[src/rtl/lsu_mem_master_pkg.sv]
// Shared constants for the LSU memory master: access-size encodings, FSM states
// and the byte-lane helpers used when a request is accepted.
package lsu_mem_master_pkg;

    localparam logic [2:0] OP_BITE = 3'b000;
    localparam logic [2:0] OP_HALF = 3'b001;
    localparam logic [2:0] OP_WORD = 3'b010;

    typedef enum logic [1:0] {
        ST_IDLE = 2'd0,
        ST_BUSY = 2'd1,
        ST_RESP = 2'd2
    } lsu_state_e;

    function automatic logic op_is_legal(input logic [2:0] op);
        return (op == OP_BITE) || (op == OP_HALF) || (op == OP_WORD);
    endfunction

    function automatic logic [3:0] byte_enables(input logic [2:0] op, input logic [1:0] addr_lo);
        logic [3:0] be;
        be = 4'b0000;
        case (op)
            OP_WORD: be = 4'b1111;
            OP_HALF: be = addr_lo[1] ? 4'b1100 : 4'b0011;
            OP_BITE: be = 4'b0001 << addr_lo;
            default: be = 4'b0000;
        endcase
        return be;
    endfunction

    // Narrow stores are copied into every lane; mem_be picks the lane that lands.
    function automatic logic [31:0] replicate_wdata(input logic [2:0] op, input logic [31:0] wdata);
        logic [31:0] data;
        data = 32'h0;
        case (op)
            OP_WORD: data = wdata;
            OP_HALF: data = {2{wdata[15:0]}};
            OP_BITE: data = {4{wdata[7:0]}};
            default: data = 32'h0;
        endcase
        return data;
    endfunction

endpackage

[src/rtl/lsu_ld_ext.sv]
// Combinational load extraction: selects the addressed half/byte of a memory
// word and zero- or sign-extends it to 32 bits.
module lsu_ld_ext
    import lsu_mem_master_pkg::*;
(
    input  logic [31:0] word,
    input  logic [1:0]  addr_lo,
    input  logic [2:0]  op,
    input  logic        sign_ext,
    output logic [31:0] data
);

    logic [15:0] half_sel;
    logic [7:0]  byte_sel;

    always_comb begin
        half_sel = addr_lo[1] ? word[31:16] : word[15:0];
        byte_sel = word[7:0];
        case (addr_lo)
            2'd0: byte_sel = word[7:0];
            2'd1: byte_sel = word[15:8];
            2'd2: byte_sel = word[23:16];
            2'd3: byte_sel = word[31:24];
            default: byte_sel = word[7:0];
        endcase

        data = word;
        case (op)
            OP_HALF: data = {{16{sign_ext & half_sel[15]}}, half_sel};
            OP_BITE: data = {{24{sign_ext & byte_sel[7]}}, byte_sel};
            default: data = word;
        endcase
    end

endmodule

[src/rtl/lsu_mem_master.sv]
// LSU memory master: one access at a time, IDLE -> BUSY -> RESP.
// Define LSU_ALIGN_CHECK_EN to reject misaligned WORD/HALF accesses without touching memory.
module lsu_mem_master
    import lsu_mem_master_pkg::*;
#(
    parameter int unsigned TIMEOUT_CYCLES = 255
) (
    input  logic        clk,
    input  logic        reset,
    input  logic        req_valid,
    output logic        req_ready,
    input  logic        req_we,
    input  logic [2:0]  req_op,
    input  logic        req_signed,
    input  logic [31:0] req_addr,
    input  logic [31:0] req_wdata,
    output logic        resp_valid,
    output logic [31:0] resp_rdata,
    output logic        resp_err,
    output logic        mem_req,
    output logic        mem_we,
    output logic [31:0] mem_addr,
    output logic [3:0]  mem_be,
    output logic [31:0] mem_wdata,
    input  logic        mem_ack,
    input  logic [31:0] mem_rdata,
    output logic [1:0]  dbg_state
);

    // Handshake: a request is taken on any posedge where req_valid && req_ready;
    // req_ready is high only in IDLE, so the requester may drop req_valid the cycle after.

    localparam bit          TIMEOUT_EN   = (TIMEOUT_CYCLES != 0);
    localparam logic [31:0] TIMEOUT_LAST = TIMEOUT_CYCLES - 1;

    lsu_state_e  state_q, state_d;
    logic        we_q, we_d;
    logic [2:0]  op_q, op_d;
    logic        sgn_q, sgn_d;
    logic [1:0]  addr_lo_q, addr_lo_d;
    logic [31:0] mem_addr_q, mem_addr_d;
    logic [3:0]  mem_be_q, mem_be_d;
    logic [31:0] mem_wdata_q, mem_wdata_d;
    logic [31:0] cnt_q, cnt_d;
    logic [31:0] rdata_q, rdata_d;
    logic        err_q, err_d;
    logic        misaligned;
    logic [31:0] ld_data;

    lsu_ld_ext u_ld_ext (
        .word     (mem_rdata),
        .addr_lo  (addr_lo_q),
        .op       (op_q),
        .sign_ext (sgn_q),
        .data     (ld_data)
    );

    always_comb begin
`ifdef LSU_ALIGN_CHECK_EN
        misaligned = ((req_op == OP_WORD) && (req_addr[1:0] != 2'b00)) ||
                     ((req_op == OP_HALF) && req_addr[0]);
`else
        misaligned = 1'b0;
`endif
    end

    always_comb begin
        state_d     = state_q;
        we_d        = we_q;
        op_d        = op_q;
        sgn_d       = sgn_q;
        addr_lo_d   = addr_lo_q;
        mem_addr_d  = mem_addr_q;
        mem_be_d    = mem_be_q;
        mem_wdata_d = mem_wdata_q;
        cnt_d       = cnt_q;
        rdata_d     = rdata_q;
        err_d       = err_q;

        case (state_q)
            ST_IDLE: begin
                if (req_valid) begin
                    we_d        = req_we;
                    op_d        = req_op;
                    sgn_d       = req_signed;
                    addr_lo_d   = req_addr[1:0];
                    mem_addr_d  = {req_addr[31:2], 2'b00};
                    mem_be_d    = byte_enables(req_op, req_addr[1:0]);
                    mem_wdata_d = replicate_wdata(req_op, req_wdata);
                    cnt_d       = 32'd0;
                    rdata_d     = 32'd0;
                    // Rejected requests bypass memory and answer in the very next cycle.
                    if (!op_is_legal(req_op) || misaligned) begin
                        err_d   = 1'b1;
                        state_d = ST_RESP;
                    end else begin
                        err_d   = 1'b0;
                        state_d = ST_BUSY;
                    end
                end
            end
            ST_BUSY: begin
                if (mem_ack) begin
                    rdata_d = we_q ? 32'd0 : ld_data;
                    err_d   = 1'b0;
                    state_d = ST_RESP;
                end else if (TIMEOUT_EN && (cnt_q == TIMEOUT_LAST)) begin
                    rdata_d = 32'd0;
                    err_d   = 1'b1;
                    state_d = ST_RESP;
                end else if (TIMEOUT_EN) begin
                    cnt_d = cnt_q + 32'd1;
                end
            end
            ST_RESP: state_d = ST_IDLE;
            default: state_d = ST_IDLE;
        endcase
    end

    always_ff @(posedge clk) begin
        if (reset) begin
            state_q     <= ST_IDLE;
            we_q        <= 1'b0;
            op_q        <= OP_BITE;
            sgn_q       <= 1'b0;
            addr_lo_q   <= 2'b00;
            mem_addr_q  <= 32'd0;
            mem_be_q    <= 4'b0000;
            mem_wdata_q <= 32'd0;
            cnt_q       <= 32'd0;
            rdata_q     <= 32'd0;
            err_q       <= 1'b0;
        end else begin
            state_q     <= state_d;
            we_q        <= we_d;
            op_q        <= op_d;
            sgn_q       <= sgn_d;
            addr_lo_q   <= addr_lo_d;
            mem_addr_q  <= mem_addr_d;
            mem_be_q    <= mem_be_d;
            mem_wdata_q <= mem_wdata_d;
            cnt_q       <= cnt_d;
            rdata_q     <= rdata_d;
            err_q       <= err_d;
        end
    end

    assign req_ready  = (state_q == ST_IDLE);
    assign resp_valid = (state_q == ST_RESP);
    assign resp_err   = resp_valid & err_q;
    assign resp_rdata = resp_valid ? rdata_q : 32'd0;
    assign mem_req    = (state_q == ST_BUSY);
    assign mem_we     = mem_req & we_q;
    assign mem_addr   = mem_addr_q;
    assign mem_be     = mem_be_q;
    assign mem_wdata  = mem_wdata_q;
    assign dbg_state  = state_q;

endmodule

[config.mk]
export PLATFORM = sky130hd
export DESIGN_NAME = lsu_mem_master
export DESIGN_NICKNAME = d
export VERILOG_FILES = /design/src/rtl/lsu_mem_master_pkg.sv /design/src/rtl/lsu_ld_ext.sv /design/src/rtl/lsu_mem_master.sv
export SDC_FILE = /design/constraint.sdc
export NUM_CORES = 1
export LEC_CHECK = 0
export BUFFER_PORTS_ARGS = -buffer_cell sky130_fd_sc_hd__buf_2
export CAP_MARGIN = 20
export CORE_ASPECT_RATIO = 0.9
export CORE_UTILIZATION = 46
export DETAILED_ROUTE_END_ITERATION = 16
export PLACE_DENSITY = 0.76
export SLEW_MARGIN = 20
export SYNTH_ARGS = -nofsm -noshare
export SYNTH_HDL_FRONTEND = slang
export SYNTH_HIERARCHICAL = 1
export SYNTH_SLANG_ARGS = --single-unit
export TNS_END_PERCENT = 5
[constraint.sdc]
create_clock -name clk -period 1.9 [get_ports clk]
set_input_delay 0.38 -clock clk [delete_from_list [all_inputs] [get_ports clk]]
set_output_delay 0.38 -clock clk [all_outputs]
set_load 0.03 [all_outputs]
==> summary.md, run 1 <==
| Metric | Value |
|---|---|
| Outcome | `finished, violations left` |
| Failing checks | `negative setup slack` |
| Cell Int Power | `5.51 mW` |
| Mux cell area share after synthesis | `0.0308` |
| Diodes inserted | `0` |
| Normalized max-slew margin | `0.542` |
| Gate power share | `0.146` |
| Fin Clk Skew | `8.82 ps` |
| Hold WC Path Type | `input port to flip-flop` |
| Die area | `15000 um2` |
| GRT Util Overall | `0.264` |
| Avg Vias per Cell | `5.56` |
| Final min period | `1910 ps` |
| NetSw | `2.06 mW` |
| Hold depth | `3` |
| Crit. End Element | `flip-flop` |
| YS warnings | `6` |
| Worst-path clk slew | `60 ps` |
| R2R setup slack | `-5 ps` |
| CTS Root Cell | `clkbuf_16` |
| Post-route ant nets | `0` |
| XOR/XNOR Fraction of Synth Area | `0.00131` |
| Gp weighted congestion | `0.875` |
| Core ar. | `14100 um2` |
| Clock Path Buffers | `2` |
| Largest family of logic cells by synthesized area | `simple AND/OR/NAND/NOR gates` |
| Compound-Gate Fraction of Synth Area | `0.246` |
| Simple-gate share of the synthesized area | `0.246` |
| Pre-Repair DR Iteration Count | `5` |
| Fill cells | `1154` |
| Synth area leaders | `dfxtp_1 42%, nand2_1 6.9%, a22o_1 5.3%` |
| Hold-fix buffers, CTS | `0` |
| Global-route wire length before repair | `30800 um` |
| CP Data Required Time | `2210 ps` |
| Wire per inst | `16.6 um` |
| Hpwl dp | `14000 um` |
| Final #Nets | `1145` |
| TritonCTS clock tree | `done` |
| Peak Freq | `525 MHz` |
| Final instance area | `9250 um2` |
| Type of origin of the critical path | `flip-flop` |
| Overflow after GRT | `0` |
| Fin. max-slew vios | `0` |
| Switching fraction of total power | `0.273` |
| CTS sink count | `140` |
| Pwr dens | `818 nW/um2` |
| Number of global-route vias before repair | `6186` |
| CTS Buf Count | `17` |
| Avg Synthesized Cell Area | `8.39 um2` |
| Crit path DAT | `2210 ps` |
| Top-count cell post-synth | `dfxtp_1` |
| Leak pwr | `4.23 nW` |
| Worst-Margin Slew | `683 ps` |
| Drt total wl | `20600 um` |
| Largest net degree at the start of global routing | `78` |
| Die width | `129 um` |
| Final Hold Fails | `0` |
| DR vias | `6915` |
| Initial antenna violation count | `0` |
| FP Rows | `41` |
| Final WS setup | `-5.10 ps` |
| First DRT Iteration DRCs | `411` |
| Area after DPL | `8260 um2` |
| H-tree levels | `4` |
| Unique masters post-synth | `69` |
| Maximum vdd ir drop | `0.643 mV` |
| Chip Height | `116 um` |
| DRC errors left | `0` |
| # port buffers | `209` |
| Critical path type | `flip-flop to flip-flop` |
| Register area share after synthesis | `0.420` |
| Max-Cap Viols | `0` |
| Commonest cells post-synth | `140 x dfxtp_1, 122 x nand2_1, 64 x a21oi_1` |
| Synth Flop Type | `dfxtp_1` |
| Dominant cell type by area after synthesis | `dfxtp_1` |
| Post-Syn Instances | `795` |
| Post-synth EDFFs | `0` |
| TNS Setup | `-17.0 ps` |
| Post-Synth Adder-Cell Area | `0.00375` |
| Worst skew pair latency | `420 ps` |
| Top Ports | `212` |
| RSZ-0062 raised after global routing | `true` |
| FF-to-FF path depth | `9` |
| Seq pwr share | `0.409` |
| Top cell type's share of synthesized area | `0.420` |
| Final worst-path cycle share | `1.00` |
| Final setup fails | `8` |
| Seq cells post-synth | `140` |
| Clock Power Share | `0.445` |
| Fraction of layout instances using a drive strength above 1 | `0.357` |
| Ys async rst share | `0` |
| Critical path fanouts, max | `32` |
| Area Overhead vs Synth | `38.7%` |
| Synthesized cell area | `6670 um2` |
| Initial Util | `0.473` |
-- power groups by stage --
stage	clock network [mW]	registers, mW	logic, mW
floorplan	0	3.30	0.532
global placement	0	3.15	1.08
detailed placement	0	3.16	1.09
CTS	3.43	3.09	1.09
global route	3.58	3.11	1.19
finish	3.37	3.09	1.11
-- area by class of cell --
class / count / area (um2) / share of cell area
Multi-Input combinational cell: 583 / 3630 / 0.393
Sequential cell: 140 / 2820 / 0.305
Timing Repair Buffer: 286 / 1920 / 0.207
Clock buffer: 17 / 425 / 0.0460
Tap cell: 193 / 241 / 0.0261
Clock inverter: 15 / 173 / 0.0187
Inverter: 10 / 37.5 / 0.00406
-- registers in the layout, indices dropped and copies added (netlist names) --
signal,flops
cnt_q,32
err_q,1
rdata_q,32
addr_lo_q,2
mem_be,4
dbg_state,2
sgn_q,1
mem_addr,30
op_q,3
mem_wdata,32
we_q,1
-- cells by family after synthesis --
kind of cell               count (synthesis)
AOI/OAI and AO/OA                        235
xor gates and xnor gates                   1
adders and majority gates                  2
buffers and inverters                     73
DFF                                      140
muxes                                     19
other                                      1
and+or+nand+nor                          324
-- critical path, stage by stage, from the launching register on --
cell	delay (ps)
dfxtp_1	310
inv_1	70
ha_1	150
nor4b_4	200
nand4b_2	190
buf_6	170
o211ai_2	180
a21oi_2	100
buf_12	170
a22o_1	240
-- per-layer routing --
| layer | vias up | track usage | share of wire |
|---|---|---|---|
| li1 | 3349 | - | - |
| met1 | 3224 | 0.337 | 0.42 |
| met2 | 320 | 0.430 | 0.48 |
| met3 | 22 | 0.0811 | 0.084 |
| met4 | 0 | 0.0824 | 0.016 |
| met5 | - | 0 | 0 |
-- worst paths after layout --
check,from,endpoint
max reg2reg,cnt_q[0],rdata_q[19]
min,req_addr[19],mem_addr[19]
min reg2reg,mem_addr[18],mem_addr[18]
max,cnt_q[0],rdata_q[19]
-- timing repair --
item | in CTS | in global routing
buffers inserted | 0 | 9
gates resized for setup | 24 | 87
pin swaps | 0 | 5
endpoints found under the setup margin | 33 | 94
-- through the flow --
stage	util	worst slack, ps	power [mW]	hold slack, ps	std cells
3_3_place_gp	0.586	59.4	4.23	438	1203
5_1_grt	0.656	-80.9	7.88	179	1244
4_1_cts	0.633	-3.07	7.61	184	1235
6_report	0.656	-5.10	7.57	200	1244
2_1_floorplan	-	15.5	3.83	437	796
3_5_place_dp	0.586	33.9	4.24	443	1203
-- cell usage in the layout (no fill, tap or decap), types with 5 or more instances in the layout --
cell type / count
inv_1: 10
dfxtp_1: 128
a221o_1: 9
buf_6: 39
clkinv_2: 5
a22oi_1: 26
and3_1: 10
mux2_2: 8
nand2_1: 121
mux2i_1: 10
nor2_1: 55
a21oi_1: 63
a31oi_1: 24
a21o_1: 19
o21ai_0: 15
buf_2: 175
buf_12: 5
clkbuf_16: 17
dfxtp_2: 10
buf_4: 66
o22ai_1: 8
nand4_1: 13
nor3_1: 14
nand3_1: 32
and2_1: 36
a22o_1: 40
a211o_1: 8
Note: power is estimated with default switching activity, not from simulation.
==> run 2, diff against run 1 <==
--- a/config.mk
+++ b/config.mk
@@ -10,10 +10,9 @@
 export CORE_ASPECT_RATIO = 0.9
 export CORE_UTILIZATION = 46
 export DETAILED_ROUTE_END_ITERATION = 16
-export PLACE_DENSITY = 0.76
+export PLACE_DENSITY = 0.77
 export SLEW_MARGIN = 20
 export SYNTH_ARGS = -nofsm -noshare
 export SYNTH_HDL_FRONTEND = slang
-export SYNTH_HIERARCHICAL = 1
 export SYNTH_SLANG_ARGS = --single-unit
 export TNS_END_PERCENT = 5
==> run 2 against run 1 <==
Synthesized cell count shrank 1.9%. Clock power grew 13%. Die area shrank 4.0%. The run still ends with negative setup slack left. Cell area grew 0.84%. Largest cell class unchanged. Routed wire length is essentially flat. First-iteration DRC count grew 15%. Global-route usage grew 1.7 points.
==> summary.md, run 2 <==
| Metric | Value |
|---|---|
| Largest net degree at the start of global routing | `37` |
| Initial Util | `0.475` |
| Area Overhead vs Synth | `45.7%` |
| Worst skew pair latency | `420 ps` |
| Gp weighted congestion | `0.870` |
| Final min period | `2010 ps` |
| Critical path fanouts, max | `6` |
| Crit. End Element | `flip-flop` |
| Initial antenna violation count | `0` |
| CP Data Required Time | `2250 ps` |
| Area occupied by multi-input gates | `3580 um2` |
| YS warnings | `0` |
| GRT Util Overall | `0.281` |
| Pwr dens | `864 nW/um2` |
| Post-synth EDFFs | `0` |
| Fin. max-slew vios | `0` |
| Worst-path clk slew | `60 ps` |
| H-tree levels | `4` |
| Chip Height | `114 um` |
| First DRT Iteration DRCs | `473` |
| Hold WC Path Type | `input port to flip-flop` |
| Final Hold Fails | `0` |
| Number of global-route vias before repair | `6541` |
| Failing checks | `negative setup slack` |
| Final #Nets | `1163` |
| Final setup fails | `27` |
| Pre-Repair DR Iteration Count | `5` |
| Synth area leaders | `dfxtp_1 44%, nand2_1 8.6%, a21oi_1 5.1%` |
| DRC errors left | `0` |
| Core ar. | `13500 um2` |
| # port buffers | `209` |
| Most frequent cells in the layout | `176 x buf_2, 146 x nand2_1, 136 x dfxtp_1` |
| Dominant cell type by area after synthesis | `dfxtp_1` |
| Seq cells post-synth | `140` |
| Ys async rst share | `0` |
| Type of origin of the critical path | `flip-flop` |
| Register area share after synthesis | `0.438` |
| CTS sink count | `140` |
| Final WS setup | `-114 ps` |
| Finished Core Util | `0.693` |
| Register Area | `2810 um2` |
| CTS Root Cell | `clkbuf_16` |
| Top cell type's share of synthesized area | `0.438` |
| Leak pwr | `4.17 nW` |
| FP Rows | `40` |
| Fin cells | `1237` |
| RSZ-0062 raised after global routing | `true` |
| Commonest cells post-synth | `147 x nand2_1, 140 x dfxtp_1, 67 x nor2_1` |
| DR vias | `6963` |
| Avg Synthesized Cell Area | `8.20 um2` |
| Final worst-path cycle share | `1.06` |
| Maximum vdd ir drop | `0.836 mV` |
| TritonCTS clock tree | `done` |
| Fraction of layout instances using a drive strength above 1 | `0.374` |
| Outcome | `finished, violations left` |
| Wire per inst | `16.6 um` |
| Normalized max-slew margin | `0.542` |
| Hpwl dp | `13700 um` |
| Fin Clk Skew | `8.19 ps` |
| Top-count cell post-synth | `nand2_1` |
| CTS Buf Count | `17` |
| Worst-Margin Slew | `685 ps` |
| Top Ports | `212` |
| Synth Flop Type | `dfxtp_1` |
| Overflow after GRT | `0` |
| Global-route wire length before repair | `32200 um` |
| Avg Vias per Cell | `5.63` |
| Post-Syn Instances | `780` |
| Die area | `14400 um2` |
| Drt total wl | `20600 um` |
| Die width | `126 um` |
| Most common cell after layout, fill and taps aside | `buf_2` |
| Synthesized cell area | `6400 um2` |
| Post-route ant nets | `0` |
| Fill cells | `1024` |
| Unique masters post-synth | `58` |
| Critical path type | `flip-flop to flip-flop` |
| Clock Path Buffers | `2` |
| Diodes inserted | `0` |
| Crit path DAT | `2360 ps` |
| Max-Cap Viols | `0` |
| Cells after DPL | `1197` |
| Peak Freq | `497 MHz` |
-- run 2: metal layers --
layer | global-route usage | wire [um]
met1 | 0.346 | 8450
met2 | 0.470 | 10000
met3 | 0.0830 | 1770
met4 | 0.0988 | 368
met5 | 0 | 0
-- run 2: final cells by class --
cell class,instances,area share
inverters,7,0.00282
repair buffers,305,0.218
clock inverters,13,0.0255
clock buffers,19,0.0464
well taps,168,0.0225
flip-flops and latches,140,0.301
multi-input cells,585,0.384
-- run 2: cells by family (layout without fill, tap and decap cells) --
group,count (synthesis),after routing,synth area share
muxes,22,22,0.0379
adders and majority gates,2,2,0.00391
DFF,140,140,0.438
AOI/OAI and AO/OA,216,216,0.227
other,1,2,0.000586
buffers and inverters,57,344,0.0368
xor gates and xnor gates,9,9,0.0123
and+or+nand+nor,333,334,0.243
-- run 2: critical path: stages (launching register included) --
cell	delay, ps
dfxtp_4	390
or3b_4	410
nor4_4	210
a32oi_2	120
and2_4	200
or4_4	480
a21oi_2	140
-- run 2: power breakdown --
part	internal (mW)	switching (mW)
Clock	2.48	1.32
Sequential	3.04	0.0633
Combinational	0.414	0.743
Total	5.93	2.13
-- run 2: what timing repair did --
item,4_1_cts,5_1_grt
pin swaps,5,9
endpoints found under the setup margin,82,99
cloned,0,1
hold buffers,0,0
buffers inserted,6,1
resized for setup,82,28
-- run 2: worst paths after layout --
path | slack, ps | startpoint | endpoint | cells past startpoint
setup / recovery | -110 | dbg_state[0] | cnt_q[18] | 6
hold reg to reg | 440 | mem_be[1] | mem_be[1] | 2
hold / removal | 190 | req_wdata[7] | mem_wdata[7] | 2
setup reg to reg | -110 | dbg_state[0] | cnt_q[18] | 6
-- run 2: metrics by stage --
stage / hold slack (ps) / instance area, um2 / worst slack (ps) / total power [mW] / setup TNS [ps]
after floorplan: 418 / 6420 / -104 / 3.81 / -3260
after global placement: 422 / 8210 / -89.9 / 4.25 / -587
after detailed placement: 430 / 8210 / -167 / 4.26 / -1970
after CTS: 179 / 9200 / -57.6 / 8.07 / -624
after global routing: 190 / 9330 / -204 / 8.34 / -4750
final: 189 / 9330 / -114 / 8.06 / -690
